**config.mk**
```make
export PLATFORM = sky130hd
export DESIGN_NAME = hdr_parser_engine
export DESIGN_NICKNAME = d
export VERILOG_FILES = /design/src/rtl/hdr_parser_engine.sv
export SDC_FILE = /design/constraint.sdc
export NUM_CORES = 2
export LEC_CHECK = 0
export CAP_MARGIN = 5
export CORE_MARGIN = 8
export CORE_UTILIZATION = 68
export CTS_BUF_LIST = sky130_fd_sc_hd__clkbuf_2
export DETAILED_ROUTE_END_ITERATION = 10
export PLACE_DENSITY = 0.87
export REMOVE_ABC_BUFFERS = 1
export SYNTH_ARGS = -nofsm -noshare
export SYNTH_HDL_FRONTEND = slang
export SYNTH_SLANG_ARGS = --single-unit
```
**constraint.sdc**
```tcl
create_clock -name clk -period 87.4 [get_ports clk]
set_input_delay 21.85 -clock clk [delete_from_list [all_inputs] [get_ports clk]]
set_output_delay 21.85 -clock clk [all_outputs]
set_load 0.02 [all_outputs]
```
**src/rtl/hdr_parser_engine.sv**
```systemverilog
// Configurable header parser: walks a packet in word SRAM via per-header next-tag tables.
// Ports: cfg_* table writes, start/busy/done/err/hdr_cnt handshake, rd_hdr/rd_off query, sram_* read port.
module hdr_parser_engine #(
  parameter int NUM_HDRS  = 4,
  parameter int TBL_SIZE  = 4,
  parameter int SRAM_LAT  = 1,
  parameter int MAX_DEPTH = 8
) (
  input  logic        clk,
  input  logic        rst,
  input  logic        cfg_we,
  input  logic [1:0]  cfg_sel,
  input  logic [15:0] cfg_hdr,
  input  logic [7:0]  cfg_idx,
  input  logic [31:0] cfg_data,
  input  logic        start,
  input  logic [31:0] pkt_base,
  output logic        busy,
  output logic        done,
  output logic        err,
  output logic [7:0]  hdr_cnt,
  input  logic [15:0] rd_hdr,
  output logic [31:0] rd_off,
  output logic        sram_ce_o,
  output logic        sram_we_o,
  output logic [31:0] sram_addr_o,
  output logic [3:0]  sram_sel_o,
  output logic [31:0] sram_data_o,
  input  logic [31:0] sram_data_i
);
  localparam int IW = (NUM_HDRS > 1) ? $clog2(NUM_HDRS) : 1;
  localparam int TW = (TBL_SIZE > 1) ? $clog2(TBL_SIZE) : 1;
  localparam int LW = $clog2(SRAM_LAT + 1);
  localparam logic [15:0] NH16 = 16'(NUM_HDRS);
  localparam logic [7:0]  TS8  = 8'(TBL_SIZE);
  localparam logic [7:0]  MD8  = 8'(MAX_DEPTH);
  localparam logic [15:0] NO_NXT = 16'hFFFF;

  typedef enum logic [2:0] {
    S_IDLE, S_RD0, S_WAIT0, S_RD1,
    S_WAIT1, S_MATCH, S_DONE
  } state_t;

  state_t state, state_n;

  logic [31:0] hdr_len   [NUM_HDRS];
  logic [31:0] tag_start [NUM_HDRS];
  logic [1:0]  tag_len   [NUM_HDRS];
  logic [15:0] tbl_tag   [NUM_HDRS][TBL_SIZE];
  logic [15:0] tbl_nxt   [NUM_HDRS][TBL_SIZE];
  logic [31:0] offs      [NUM_HDRS];

  logic [IW-1:0] cur_id;
  logic [31:0]   cur_addr;
  logic [7:0]    count;
  logic          err_q;
  logic [31:0]   w0;
  logic [7:0]    w1_b;
  logic [LW-1:0] lat_cnt;

  logic [31:0] t;
  logic [1:0]  cur_tl;
  logic        lat_done;
  logic        straddle;
  logic [7:0]  b0, b1;
  logic [15:0] tag;
  logic        hit;
  logic [15:0] win_nxt;
  logic [1:0]  win_tl;
  logic [7:0]  count_n;
  logic        stop;

  assign cur_tl   = tag_len[cur_id];
  assign t        = cur_addr + tag_start[cur_id];
  assign lat_done = (lat_cnt == LW'(SRAM_LAT - 1));
  assign straddle = (cur_tl == 2'd2) && (t[1:0] == 2'd3);
  assign count_n  = count + 8'd1;

  // byte t and t+1; t+1 spills into the second word when t is the last byte
  always_comb begin
    b0 = w0[7:0];
    b1 = w1_b;
    unique case (t[1:0])
      2'd0: begin b0 = w0[31:24]; b1 = w0[23:16]; end
      2'd1: begin b0 = w0[23:16]; b1 = w0[15:8];  end
      2'd2: begin b0 = w0[15:8];  b1 = w0[7:0];   end
      default: ;
    endcase
  end

  always_comb begin
    tag = 16'h0;
    if (cur_tl == 2'd1) tag = {8'h0, b0};
    else if (cur_tl == 2'd2) tag = {b0, b1};
  end

  // descending scan so the lowest matching index wins
  always_comb begin
    hit     = 1'b0;
    win_nxt = NO_NXT;
    for (int e = TBL_SIZE - 1; e >= 0; e--) begin
      if (cur_tl != 2'd0 &&
          tbl_nxt[cur_id][e] != NO_NXT &&
          tbl_tag[cur_id][e] == tag) begin
        hit     = 1'b1;
        win_nxt = tbl_nxt[cur_id][e];
      end
    end
  end

  assign stop   = (win_nxt >= NH16) || (count_n >= MD8);
  assign win_tl = (win_nxt < NH16) ?
                  tag_len[win_nxt[IW-1:0]] : 2'd0;

  always_ff @(posedge clk or posedge rst) begin
    if (rst) state <= S_IDLE;
    else     state <= state_n;
  end

  always_comb begin
    state_n = state;
    unique case (state)
      S_IDLE:
        if (start)
          state_n = (tag_len[0] == 2'd0) ? S_MATCH : S_RD0;
      S_RD0: state_n = S_WAIT0;
      S_WAIT0:
        if (lat_done)
          state_n = straddle ? S_RD1 : S_MATCH;
      S_RD1: state_n = S_WAIT1;
      S_WAIT1:
        if (lat_done) state_n = S_MATCH;
      S_MATCH:
        if (!hit || stop)       state_n = S_DONE;
        else if (win_tl == 2'd0) state_n = S_MATCH;
        else                    state_n = S_RD0;
      S_DONE: state_n = S_IDLE;
      default: state_n = S_IDLE;
    endcase
  end

  always_ff @(posedge clk or posedge rst) begin
    if (rst) begin
      for (int h = 0; h < NUM_HDRS; h++) begin
        hdr_len[h]   <= '0;
        tag_start[h] <= '0;
        tag_len[h]   <= '0;
        offs[h]      <= 32'hFFFF_FFFF;
        for (int e = 0; e < TBL_SIZE; e++) begin
          tbl_tag[h][e] <= '0;
          tbl_nxt[h][e] <= NO_NXT;
        end
      end
      cur_id   <= '0;
      cur_addr <= '0;
      count    <= '0;
      err_q    <= 1'b0;
      w0       <= '0;
      w1_b     <= '0;
      lat_cnt  <= '0;
    end else begin
      if (cfg_we && !busy && cfg_hdr < NH16) begin
        unique case (cfg_sel)
          2'd0: hdr_len[cfg_hdr[IW-1:0]] <= cfg_data;
          2'd1: tag_start[cfg_hdr[IW-1:0]] <= cfg_data;
          2'd2: tag_len[cfg_hdr[IW-1:0]] <=
                  (cfg_data > 32'd2) ? 2'd2 : cfg_data[1:0];
          default:
            if (cfg_idx < TS8) begin
              tbl_tag[cfg_hdr[IW-1:0]][cfg_idx[TW-1:0]] <=
                cfg_data[31:16];
              tbl_nxt[cfg_hdr[IW-1:0]][cfg_idx[TW-1:0]] <=
                cfg_data[15:0];
            end
        endcase
      end
      unique case (state)
        S_IDLE:
          if (start) begin
            for (int h = 0; h < NUM_HDRS; h++)
              offs[h] <= 32'hFFFF_FFFF;
            cur_id   <= '0;
            cur_addr <= pkt_base;
            count    <= '0;
            err_q    <= 1'b0;
          end
        S_RD0, S_RD1: lat_cnt <= '0;
        S_WAIT0:
          if (lat_done) w0 <= sram_data_i;
          else lat_cnt <= lat_cnt + 1'b1;
        S_WAIT1:
          if (lat_done) w1_b <= sram_data_i[31:24];
          else lat_cnt <= lat_cnt + 1'b1;
        S_MATCH: begin
          offs[cur_id] <= cur_addr;
          count        <= count_n;
          cur_addr     <= cur_addr + hdr_len[cur_id];
          if (hit && stop) err_q <= 1'b1;
          if (hit && !stop) cur_id <= win_nxt[IW-1:0];
        end
        default: ;
      endcase
    end
  end

  assign busy    = (state != S_IDLE) && (state != S_DONE);
  assign done    = (state == S_DONE);
  assign err     = err_q;
  assign hdr_cnt = count;
  assign rd_off  = (rd_hdr < NH16) ?
                   offs[rd_hdr[IW-1:0]] : 32'hFFFF_FFFF;

  assign sram_ce_o   = (state == S_RD0) || (state == S_RD1);
  assign sram_we_o   = 1'b0;
  assign sram_sel_o  = sram_ce_o ? 4'hF : 4'h0;
  assign sram_data_o = '0;
  always_comb begin
    sram_addr_o = '0;
    if (state == S_RD0)
      sram_addr_o = {2'b00, t[31:2]};
    else if (state == S_RD1)
      sram_addr_o = {2'b00, t[31:2]} + 32'd1;
  end
endmodule

```
==> flow_results.org <==
** Worst setup path
- Crit end category :: primary output
- Among cell families on the critical path, the largest total delay comes from simple AND/OR/NAND/NOR gates.
- Path depth of the worst reg2reg path :: 16
- Series of cell instances along the critical path :: clkdlybuf4s50_1, nor4_1, nand4_1, or2_2, clkdlybuf4s50_1
- Of all nets on the critical path, the largest fanout is 32.
- Cell occurring most often along the worst timing path :: clkdlybuf4s50_1
- Crit path largest cell delay :: 0.79 ns
- Critical Path Stages :: 5
- Among all stages on the critical path, the largest delay is contributed by nand4_1.
- Data arrives at the worst endpoint at 24.57 ns.
- Crit path required time :: between 60 and 70 ns
- Counting both buffers and inverters, the worst setup path holds a total of 2.
- The worst setup path is launched from an input pin.
- CP Class :: in -> out

** CTS
- Clock Tree Root :: clkbuf_2
- The clock reaches the later pin of the worst-skew pair after 1.58 ns.
- Post_cts resized :: 0
- Cts hold-fix bufs :: 0
- Buffers added to address setup during post-CTS repair amount to 0.
- Number of buffers inserted during clock tree synthesis :: about 240
- Counting every sink on the clock net gives 990.
- Clock transition at the register clock pins on the worst setup and hold paths after CTS :: 0.09 ns
- Clock tree from TritonCTS :: yes
- The H-tree was split into 4 levels.
- Max Root-Sink Buffers :: 3

** Finish
- Number of non-filler instances in the completed layout :: 5376
- Registers take 25260 um^2.
- Fraction of final layout cells sized beyond drive strength 1 :: 0.4438
- Fillcell total :: 4687
- The library cell used most frequently in the layout, excluding fill and tap cells, is mux2_2.
- Summing all multi-input logic gate instances after layout gives 24200 um^2.
- In the final design database the tool counted 4432 nets.
- Relative to the synthesized area, the layout overhead comes to 9.751%.
- Commonest cells after routing, fill and taps aside :: mux2_2, dfrtp_1, dfstp_2

** Timing
- Setup violations remaining at the end of the flow were counted as 0.
- Transition time at the pin with the least slew margin :: about 1.2 ns
- Setup repair after global routing missed its margin :: false
- Final slew viol count :: 0
- The final-report hold violation count is 0.
- Period utilisation layout :: 0.5311
- Worst Skew :: 0.1443 ns
- The worst pin sits at a relative slew slack of 0.1748.
- Static timing analysis puts the maximum clock frequency at 0.02154 GHz.
- Minimum clock period :: 46.42 ns
- For the final routed database, the setup TNS stands at 0 ns.

** Global routing
- After global routing the overflow that remains totals 0.
- Global-route usage over all layers :: 0.3100
- The via count of the first global-routing pass is 36.36k.
- Pin count of the biggest net entering global routing :: 185
- First-pass GRT wire length :: 202800 um
- Initial antenna violation count :: 3

** Die
- Placeable core region :: around 74000 um^2
- For this design the top-level I/O count stands at approximately 260.
- Starting density of the core :: 0.6853
- Horiz. Die Dim :: 289.5 um
- The die covers 83790 um^2.
- From bottom edge to top edge, the die measures between 200 and 300 um.
- The initialized floorplan defines 100 standard-cell rows.

** Pwr
- Switching power :: 0.0003752 W
- Internal power consumption :: about 0.00071 W
- The worst-case IR drop observed on VDD is 0.00001325 V.
- Logic gate share of total power :: 0.237
- In this run the static leakage power is 25.04 nW.
- Power density relative to cell area :: around 20 nW/um^2
- Net Sw Frac :: 0.3458
- Proportion of power drawn by flip-flops and latches :: 0.480
- Total power after layout :: 0.001085 W
- Of the total power, the clock network draws 0.283.

** Hold path
- Along the worst hold path, the cell count comes to 1.
- Class of the tightest hold or removal check :: reg -> reg

** Synth
- Share of flip-flops with an asynchronous set or reset after synthesis :: 1.000
- Dominant synthesized flop cell :: dfrtp_1
- Fraction of the yosys area taken by sequential cells :: 0.4966
- In this run, synthesis inferred 0 flip-flops with an integrated enable.
- In this run, distinct cell masters in the synthesized netlist total 94.
- Syn Std Cell Area :: ~51000 um^2
- Synth Instances :: 3978
- Synth Register Bits :: 990
- Yosys printed 0 warnings.
- Synthesized area per cell :: 12.78 um^2

** Routing
- Residual DRC :: 0
- ANT nets after route :: 0
- Summed over all layers, the routed wires come to between 100000 and 150000 um.
- Number of iterations in the first detailed-routing pass :: 9
- Routed wire length per instance :: around 24 um
- Drt initial violations :: 2626
- Using the TritonRoute via totals, the vias-per-cell ratio works out to 6.460.
- Detailed routing inserted a total of between 30k and 40k vias.

** Placed design
- Placed cell count :: between 4k and 5k
- Input and output buffers added on the ports amount to 220.
- GP Congestion :: 0.9578
- After legalization and detailed placement, the total HPWL measured 84800 um.

** Job
- Maxcap violations :: 0

** Outcome
- The flow ran to the end, and the final reports show no timing, DRC or antenna violations.
## stage by stage
| step | hold WS [ns] | util | area, um^2 | worst slack (ns) |
|---|---|---|---|---|
| after floorplan | 0.4612 | - | 49440 | 38.33 |
| after global placement | 0.4810 | 0.7226 | 53610 | 40.94 |
| after detailed placement | 0.4874 | 0.7226 | 53610 | 40.87 |
| after CTS | 0.5097 | 0.7520 | 55790 | 40.86 |
| after global routing | 0.5205 | 0.7521 | 55800 | 40.56 |
| final | 0.5074 | 0.7522 | 55810 | 40.98 |
## logic make-up after synthesis
| group | count (synthesis) | synth area share |
|---|---|---|
| mux | 1069 | 0.2923 |
| flops | 990 | 0.4966 |
| simple gates | 900 | 0.08351 |
| compound gates | 512 | 0.06415 |
| buf+inv | 358 | 0.03263 |
| xor+xnor | 81 | 0.01395 |
| fa+ha+maj | 67 | 0.01678 |
| other cells | 1 | 0.00007375 |
## routing by layer
| metal | track usage | wire length [um] | up-vias |
|---|---|---|---|
| met3 | 0.06555 | 8925 | 309 |
| met5 | 0 | 0 | - |
| met4 | 0.1418 | 5137 | 0 |
| met1 | 0.3975 | 51070 | 17879 |
| li1 | - | - | 15180 |
| met2 | 0.5086 | 63170 | 1360 |
## power groups by stage
stage                     clock network, W  logic, W  registers, W
after global routing              0.000338  0.000278      0.000525
final                             0.000307  0.000257      0.000520
after detailed placement                 0  0.000253      0.000528
after CTS                         0.000314  0.000254      0.000520
after floorplan                          0  0.000171      0.000517
after global placement                   0  0.000246      0.000526
## registers in the layout (all words and copies together), names as in the netlist
signal,count
tbl_nxt,256
tbl_tag,256
hdr_len,128
offs,128
tag_start,128
cur_addr,32
w0,32
hdr_cnt,8
tag_len,8
w1_b,8
state,3
cur_id,2
err,1
## final cells by class
type | instances | share of cell area
clock inverters | 57 | 0.006591
clock buffers | 362 | 0.03246
flip-flops and latches | 990 | 0.4526
inverters | 33 | 0.002354
well taps | 969 | 0.02172
multi-input cells | 2663 | 0.4337
diodes | 6 | 0.0002690
repair buffers | 296 | 0.05026
## final timing paths
path,startpoint,endpoint,slack (ns)
hold / removal,tbl_tag[225],tbl_tag[225],0.51
min in group asynchronous,rst,tbl_tag[198],20.93
setup / recovery,rd_hdr[11],rd_off[5],40.98
setup reg to reg,cur_id[0],cur_id[0],80.00
max in group asynchronous,rst,cur_addr[20],63.22
hold reg to reg,tbl_tag[225],tbl_tag[225],0.51
## cell usage after synthesis (all sizes together) (41+ instances only)
master | count | share of area
nand2 | 210 | 0.016
nor3 | 48 | 0.0047
a21oi | 136 | 0.013
or2 | 41 | 0.0050
o21ai | 142 | 0.014
ha | 65 | 0.016
mux2 | 814 | 0.18
xnor2 | 42 | 0.0072
mux4 | 242 | 0.11
nor2 | 341 | 0.025
dfrtp | 606 | 0.30
buf | 116 | 0.015
dfstp | 384 | 0.20
clkbuf | 209 | 0.015
(Power assumes the default switching activity.)
